File: src/rtl/velocidad_pulse_meter.sv
`timescale 1ns/1ps
// velocidad_pulse_meter
// Counts rising edges of an asynchronous speed-sensor pin over a fixed gate
// window of GATE_CYCLES clocks. The count is published as a raw velocity word
// for the downstream velocity debouncer. The output updates once per window
// and holds its value between updates.
//
// Ports:
//   clock            system clock; all logic runs on the rising edge
//   reset_n          asynchronous active-low reset
//   enable           synchronous run control; low = idle and the partial window is dropped
//   sensor_in        raw asynchronous sensor pin
//   velocidad        edge count of the last completed window, held between windows
//   velocidad_valid  one-cycle strobe when velocidad updates
//   overflow         the window behind velocidad lost edges to counter saturation
//
// Optional build macro:
//   VELOCIDAD_AVG_EN  when defined, each completed window outputs the mean of
//                     its count and the previous window's count. The first
//                     window after reset or re-enable outputs its raw count.
module velocidad_pulse_meter #(
  parameter int GATE_CYCLES = 1000000,
  parameter int VEL_W       = 24,
  parameter int GATE_W      = 32
) (
  input  logic             clock,
  input  logic             reset_n,
  input  logic             enable,
  input  logic             sensor_in,
  output logic [VEL_W-1:0] velocidad,
  output logic             velocidad_valid,
  output logic             overflow
);

  typedef enum logic {IDLE = 1'b0, GATE = 1'b1} state_e;

  localparam logic [VEL_W-1:0]  CNT_MAX   = {VEL_W{1'b1}};
  localparam logic [GATE_W-1:0] GATE_LAST = GATE_W'(GATE_CYCLES - 1);

  // Increment that sticks at the all-ones value instead of wrapping.
  function automatic logic [VEL_W-1:0] sat_add(input logic [VEL_W-1:0] cnt,
                                               input logic             inc);
    if (inc && (cnt != CNT_MAX)) return cnt + VEL_W'(1);
    return cnt;
  endfunction

`ifdef VELOCIDAD_AVG_EN
  // Mean of two counts. The sum is one bit wider so it cannot wrap.
  function automatic logic [VEL_W-1:0] avg2(input logic [VEL_W-1:0] a,
                                            input logic [VEL_W-1:0] b);
    logic [VEL_W:0] sum;
    sum = {1'b0, a} + {1'b0, b};
    return sum[VEL_W:1];
  endfunction
`endif

  state_e            state_q;
  logic              s1_q, s2_q, s3_q;
  logic [GATE_W-1:0] gate_cnt_q;
  logic [VEL_W-1:0]  pulse_cnt_q;
  logic              sat_q;
  logic [VEL_W-1:0]  velocidad_q;
  logic              valid_q;
  logic              overflow_q;
`ifdef VELOCIDAD_AVG_EN
  logic [VEL_W-1:0]  prev_q;
  logic              prev_ok_q;
`endif

  logic              pulse_edge;
  logic [VEL_W-1:0]  pulse_cnt_d;
  logic              sat_d;
  logic [VEL_W-1:0]  velocidad_d;

  always_comb begin
    pulse_edge  = s2_q & ~s3_q;
    pulse_cnt_d = sat_add(pulse_cnt_q, pulse_edge);
    // An edge arriving while the counter is already full is a lost count.
    sat_d       = sat_q | (pulse_edge & (pulse_cnt_q == CNT_MAX));
`ifdef VELOCIDAD_AVG_EN
    velocidad_d = prev_ok_q ? avg2(pulse_cnt_d, prev_q) : pulse_cnt_d;
`else
    velocidad_d = pulse_cnt_d;
`endif
  end

  // Two-flop synchronizer plus one history flop. These run even while idle,
  // so a level that is already high when a window starts is not seen as an edge.
  always_ff @(posedge clock or negedge reset_n) begin
    if (!reset_n) begin
      s1_q <= 1'b0;
      s2_q <= 1'b0;
      s3_q <= 1'b0;
    end else begin
      s1_q <= sensor_in;
      s2_q <= s1_q;
      s3_q <= s2_q;
    end
  end

  always_ff @(posedge clock or negedge reset_n) begin
    if (!reset_n) begin
      state_q     <= IDLE;
      gate_cnt_q  <= '0;
      pulse_cnt_q <= '0;
      sat_q       <= 1'b0;
      velocidad_q <= '0;
      valid_q     <= 1'b0;
      overflow_q  <= 1'b0;
`ifdef VELOCIDAD_AVG_EN
      prev_q      <= '0;
      prev_ok_q   <= 1'b0;
`endif
    end else begin
      valid_q <= 1'b0;
      case (state_q)
        IDLE: begin
          gate_cnt_q  <= '0;
          pulse_cnt_q <= '0;
          sat_q       <= 1'b0;
`ifdef VELOCIDAD_AVG_EN
          prev_ok_q   <= 1'b0;
`endif
          if (enable) state_q <= GATE;
        end
        GATE: begin
          if (!enable) begin
            // Drop the partial window; the published result stays as it was.
            state_q     <= IDLE;
            gate_cnt_q  <= '0;
            pulse_cnt_q <= '0;
            sat_q       <= 1'b0;
          end else if (gate_cnt_q == GATE_LAST) begin
            // The edge on the final cycle belongs to the closing window.
            // The next window starts on the following cycle with no gap.
            velocidad_q <= velocidad_d;
            overflow_q  <= sat_d;
            valid_q     <= 1'b1;
            gate_cnt_q  <= '0;
            pulse_cnt_q <= '0;
            sat_q       <= 1'b0;
`ifdef VELOCIDAD_AVG_EN
            prev_q      <= pulse_cnt_d;
            prev_ok_q   <= 1'b1;
`endif
          end else begin
            gate_cnt_q  <= gate_cnt_q + GATE_W'(1);
            pulse_cnt_q <= pulse_cnt_d;
            sat_q       <= sat_d;
          end
        end
        default: state_q <= IDLE;
      endcase
    end
  end

  assign velocidad       = velocidad_q;
  assign velocidad_valid = valid_q;
  assign overflow        = overflow_q;

endmodule

File: config.mk
export PLATFORM = sky130hd
export DESIGN_NAME = velocidad_pulse_meter
export DESIGN_NICKNAME = d
export VERILOG_FILES = /design/src/rtl/velocidad_pulse_meter.sv
export SDC_FILE = /design/constraint.sdc
export NUM_CORES = 1
export LEC_CHECK = 0
export CORE_MARGIN = 2
export CORE_UTILIZATION = 45
export CTS_CLUSTER_DIAMETER = 200
export CTS_CLUSTER_SIZE = 25
export DETAILED_ROUTE_END_ITERATION = 8
export PLACE_DENSITY = 0.69
export SKIP_CTS_REPAIR_TIMING = 1
export SYNTH_ARGS = -nofsm -noshare
export SYNTH_HDL_FRONTEND = slang
export SYNTH_SLANG_ARGS = --single-unit
File: constraint.sdc
create_clock -name clock -period 2 [get_ports clock]
set_input_delay 0.2 -clock clock [delete_from_list [all_inputs] [get_ports clock]]
set_output_delay 0.2 -clock clock [all_outputs]
set_load 0.01 [all_outputs]
==> flow_metrics.tcl, run 1 <==
set metrics [dict create \
    ioPinCount 30 \
    initial_core_util_pct 46.8 \
    finalWirelength_um 9290 \
    path_clk_slew_ns 0.08 \
    grtUsageMet2_pct 30.5 \
    grt.busiest_layer "met2" \
    status "finished with violations" \
    synth_edf_count 0 \
    clockBufferDepth 2 \
    finalSetupTns_ns -0.149 \
    setup_viol 8 \
    critical_path_class "register to register" \
    end_kind "register" \
    grt_pass1_vias 3151 \
    area_delta_synth_final_pct 29.7 \
    vias 3267 \
    drc 0 \
    synth_area_per_cell_um2 10.2 \
    cp-start-kind "register" \
    dp_hpwl_um 6110 \
    synthArstFlopShare_pct 100 \
    num_rows 34 \
    ant_nets 0 \
    whs_ns 0.282 \
    fmax_mhz 493 \
    die_w_um 99.4 \
    multi_input_area_um2 1910 \
    p_leak_uw 0.00225 \
    slew_headroom_pct 62.9 \
    drtPass1Iterations 4 \
    placed_area_um2 4800 \
    fin_nets 486 \
    syn_nets 406 \
    drtIter0Drc 153 \
    port_buffers 29 \
    slew_violations 0 \
    worstMarginPinSlew_ns 0.556 \
    nFillCells 739 \
    synth_top_area_share_pct 53.1 \
    hold_class "primary input to register" \
    fin_worst_skew_ns 0.0130 \
    yosysTopAreaCell "dfrtp_1" \
    track_usage_pct 18.8 \
    wl_per_cell_um 15.7 \
    vdd_ir_drop_max_mv 0.487 \
    cp_max_fo 7 \
    period_minus_slack_ns 2.03 \
    drv_cap 0 \
    yosysSeqAreaShare_pct 53.1 \
    place.gp.congestion 0.877 \
    clock_latency_ns 0.35 \
    powerDensity_nw_per_um2 597 \
    cts_made_buffers 9 \
    synth_area_um2 4100 \
    synth-seq-cells 87 \
    antenna_found_initial 0 \
    synth-main-ff-cell "dfrtp_1" \
    rsz0062_at_grt "yes" \
    ys_types 39 \
    core_um2 8760 \
    grt_max_degree 46 \
    final_util_pct 60.7 \
    h-tree-depth 3 \
    violations "setup timing" \
    drive_gt1_share_pct 20.6 \
    cp.arrival_ns 2.27 \
    dieArea_um2 9890 \
    cp.required_ns 2.24 \
    layout_setup_ws_ns -0.0291 \
    clock_sinks 87 \
    via_per_inst 5.51 \
    die_height_um 99.4 \
    overflow 0 \
    final_hold_viol_count 0 \
    tritoncts "built" \
    root_buffer "clkbuf_8" \
    yosys_warnings 0 \
    diodes 0 \
    regArea_um2 2180 \
    period_share_pct 101 \
    grt_util_met3_pct 4.78 \
    grt_first_pass_wirelength_um 15000 \
    synth_area_leaders "dfrtp_1 (53%), xnor2_1 (6.6%), nor2_1 (6.3%), a21oi_1 (3.1%), nand4_1 (2.6%)" \
    postLayoutCellArea_um2 5320 \
    postSynthCellCount 400 \
    globalRouteMet1Util_pct 25.6 \
]
-- path summary, 6_finish.rpt --
| check | slack (ns) | startpoint | depth (start not counted) | end |
|---|---|---|---|---|
| min in group asynchronous | 0.37 | reset_n | 2 | velocidad[18] |
| setup / recovery | -0.03 | gate_cnt_q[19] | 6 | velocidad[2] |
| setup reg to reg | -0.03 | gate_cnt_q[19] | 6 | velocidad[2] |
| max in group asynchronous | 1.00 | reset_n | 3 | pulse_cnt_q[13] |
| hold / removal | 0.28 | sensor_in | 1 | s1_q |
| hold reg to reg | 0.36 | s1_q | 0 | s2_q |
-- power breakdown --
group	leakage (uW)	switching (uW)	internal, uW
sequential	0.00119	4.93	1760
combinational	0.000951	62.3	27.9
clock	0.000107	604	707
-- worst max-delay path: stages (launching register included) --
cell and delay [ns]:
dfrtp_1 0.37, nand2_2 0.07, or4b_4 0.56, nor4_4 0.29
buf_6 0.17, buf_12 0.15, mux2_4 0.30
-- cell type report --
type	count	share of cell area (%)
tap	108	2.54
multi-input combinational	292	36.0
sequential	87	41.0
clock buffer	11	2.47
inverter	6	0.424
timing repair buffer	84	16.0
clock inverter	5	1.55
-- cells in the mapped netlist, types with 9 or more instances --
cell and n:
nor4_1 15, nor2b_1 9, nand2_1 21, and3_1 13
nor3_1 9, nand4_1 17, nand3_1 18, a21oi_1 25
dfrtp_1 87, nor2_1 69, xor2_1 9, xnor2_1 31
-- registers in the layout (all words and copies together) (netlist names) --
name / flops
sat_q: 1
overflow: 1
s3_q: 1
state_q: 1
gate_cnt_q: 32
velocidad_valid: 1
s2_q: 1
velocidad: 24
s1_q: 1
pulse_cnt_q: 24
-- cells in the final DEF, fill, tap and decap left out, types with 3 or more instances in the layout --
cell type,Yosys,layout
nand3_1,18,17
and4_1,5,4
nor2_1,69,61
buf_6,5,4
nor2_4,0,6
and2_1,5,4
clkdlybuf4s50_1,0,28
a31oi_1,6,6
dfrtp_1,87,86
inv_1,6,6
nor3_1,9,9
nor4_1,15,13
clkbuf_8,0,9
xor2_1,9,9
nand4_1,17,17
mux2_4,0,6
nor2b_1,9,9
buf_12,0,5
nand2_1,21,20
or4_1,4,4
and3_1,13,13
buf_4,2,42
nor4_2,1,3
a21oi_2,0,4
clkbuf_16,0,4
a21oi_1,25,21
xnor2_1,31,31
mux2i_1,6,6
-- cell families (layout without fill, tap and decap cells) --
group | Yosys count | after routing | share of synthesized area [%]
multiplexers | 12 | 12 | 3.11
flip-flops | 87 | 87 | 53.1
adder cells (fa/ha/maj) | 2 | 2 | 0.611
buffers and inverters | 21 | 106 | 3.18
AO/OA/AOI/OAI | 42 | 42 | 5.95
AND/OR/NAND/NOR | 196 | 196 | 25.5
XOR/XNOR | 40 | 40 | 8.55
-- layer usage --
metal	part of all wire (%)	up-vias
met2	48	109
li1	-	1568
met3	5.1	15
met4	1.5	0
met1	45	1575
met5	0	-
-- stage by stage --
stage	worst slack [ns]	instances	power, uW
4_1_cts	-0.111	581	3210
6_report	-0.0291	593	3170
3_3_place_gp	-0.0266	565	1890
5_1_grt	-0.143	593	3290
3_5_place_dp	-0.0932	565	1900
2_1_floorplan	0.0326	400	1840
No activity file was read; power rests on OpenSTA's default activity.
==> inputs of run 2 (changes only) <==
CORE_UTILIZATION = 53   (was 45)
HOLD_SLACK_MARGIN = 0.15   (was unset)
PLACE_DENSITY = 0.79   (was 0.69)
==> flow_metrics.tcl, run 2 (synthesized netlist as in run 1, its figures left out) <==
set metrics [dict create \
    wl_per_cell_um 16.7 \
    intPower_uw 2370 \
    cp-start-kind "register" \
    place.gp.congestion 0.810 \
    path_clk_slew_ns 0.09 \
    setup_viol 57 \
    antenna_found_initial 0 \
    reg2reg_from "gate_cnt_q[16]" \
    dieArea_um2 8450 \
    p_leak_uw 0.00225 \
    grt_first_pass_wirelength_um 14800 \
    core_um2 7610 \
    fin_nets 489 \
    h-tree-depth 3 \
    cp.arrival_ns 2.37 \
    track_usage_pct 22.1 \
    powerDensity_nw_per_um2 581 \
    cp_max_fo 4 \
    initial_core_util_pct 53.9 \
    drtIter0Drc 220 \
    root_buffer "clkbuf_8" \
    die_w_um 91.9 \
    ant_nets 0 \
    overflow 0 \
    clockBufferDepth 2 \
    seqPwrFrac_pct 57.3 \
    fmax_mhz 473 \
    vdd_ir_drop_max_mv 0.397 \
    cts_made_buffers 9 \
    cp.required_ns 2.26 \
    layout_commonest_cell "dfrtp_1" \
    drive_gt1_share_pct 21.7 \
    pwr-share-comb_pct 2.9 \
    period_minus_slack_ns 2.12 \
    finalWirelength_um 9830 \
    whs_ns 0.250 \
    area_delta_synth_final_pct 29.8 \
    final_hold_viol_count 0 \
    slew_violations 0 \
    startpoint "gate_cnt_q[16]" \
    port_buffers 29 \
    switching_share_pct 23.1 \
    p_sw_uw 714 \
    layout_setup_ws_ns -0.115 \
    drv_cap 0 \
    period_share_pct 106 \
    diodes 0 \
    grt_pass1_vias 3236 \
    clockPowerShare_pct 39.8 \
    drtPass1Iterations 7 \
    clock_latency_ns 0.37 \
    rsz0062_at_grt "yes" \
    grt_max_degree 45 \
    critical_path_class "register to register" \
    largest_reg_flops 32 \
    vias 3372 \
    via_per_inst 5.72 \
    ioPinCount 30 \
    place_ws_ns -0.0705 \
    top_register "gate_cnt_q" \
    status "finished with violations" \
    die_height_um 91.9 \
    hold_class "primary input to asynchronous set/reset pin" \
    tritoncts "built" \
    final_cell_mix "dfrtp_1 (87), nor2_1 (59), buf_4 (46), xnor2_1 (31), clkdlybuf4s50_1 (28)" \
    worstMarginPinSlew_ns 0.488 \
    fin_worst_skew_ns 0.0137 \
    dp_hpwl_um 6050 \
    clock_sinks 87 \
    violations "setup timing" \
    end_kind "register" \
    drc 0 \
    slew_headroom_pct 67.4 \
    num_rows 32 \
]
==> run 2: cell count changes in the layout (fill, tap and decap cells not counted), sizes merged <==
cell / delta
clkinv: -2
buf: +3
clkbuf: -1
inv: +1
bufinv: -1
clkinvlp: +3
==> run 2: power by group through the flow <==
stage | sequential (uW) | clock, uW | combinational, uW
2_1_floorplan | 1800 | 0 | 32.7
3_3_place_gp | 1800 | 0 | 85.8
3_5_place_dp | 1800 | 0 | 87.6
4_1_cts | 1770 | 1260 | 87.7
5_1_grt | 1770 | 1330 | 100
6_report | 1770 | 1230 | 88.7
==> run 2: final cells by class <==
type,instances,area [um2]
Fill cell,556,2290
Inverter,6,22.5
Clock buffer,10,128
Clock inverter,6,70.1
Sequential cell,87,2180
Multi-Input combinational cell,292,1920
Tap cell,102,128
Timing Repair Buffer,87,877
==> run 2: through the flow <==
stage	instance area, um2	util [%]	std cells	setup TNS, ns	total power, uW
global placement	4780	62.8	557	-0.550	1890
detailed placement	4780	62.8	557	-0.747	1890
floorplan	4100	-	400	0	1840
finish	5320	69.9	590	-1.30	3090
global route	5320	69.9	590	-7.14	3200
CTS	4980	65.4	573	-1.13	3120
==> run 2: critical path, cell delays in order, from the launching register on <==
cell	delay (ns)
dfrtp_1	0.40
and2_4	0.16
or4b_4	0.47
nor4_4	0.30
buf_4	0.19
clkbuf_16	0.16
mux2_2	0.33
==> run 2: worst paths after layout <==
check	slack [ns]	cells after the start	endpoint
min reg2reg	0.36	0	s2_q
max in group asynchronous	1.14	3	gate_cnt_q[30]
max	-0.12	6	velocidad[6]
min	0.25	2	pulse_cnt_q[18]
max reg2reg	-0.12	6	velocidad[6]
min in group clock	0.27	1	s1_q
==> run 2: metal layers <==
layer | vias up | wire [um] | global-route usage, %
met5 | - | 0 | 0
met2 | 139 | 4930 | 37.7
met4 | 0 | 337 | 10.7
li1 | 1579 | - | -
met3 | 38 | 541 | 3.20
met1 | 1616 | 4020 | 27.6
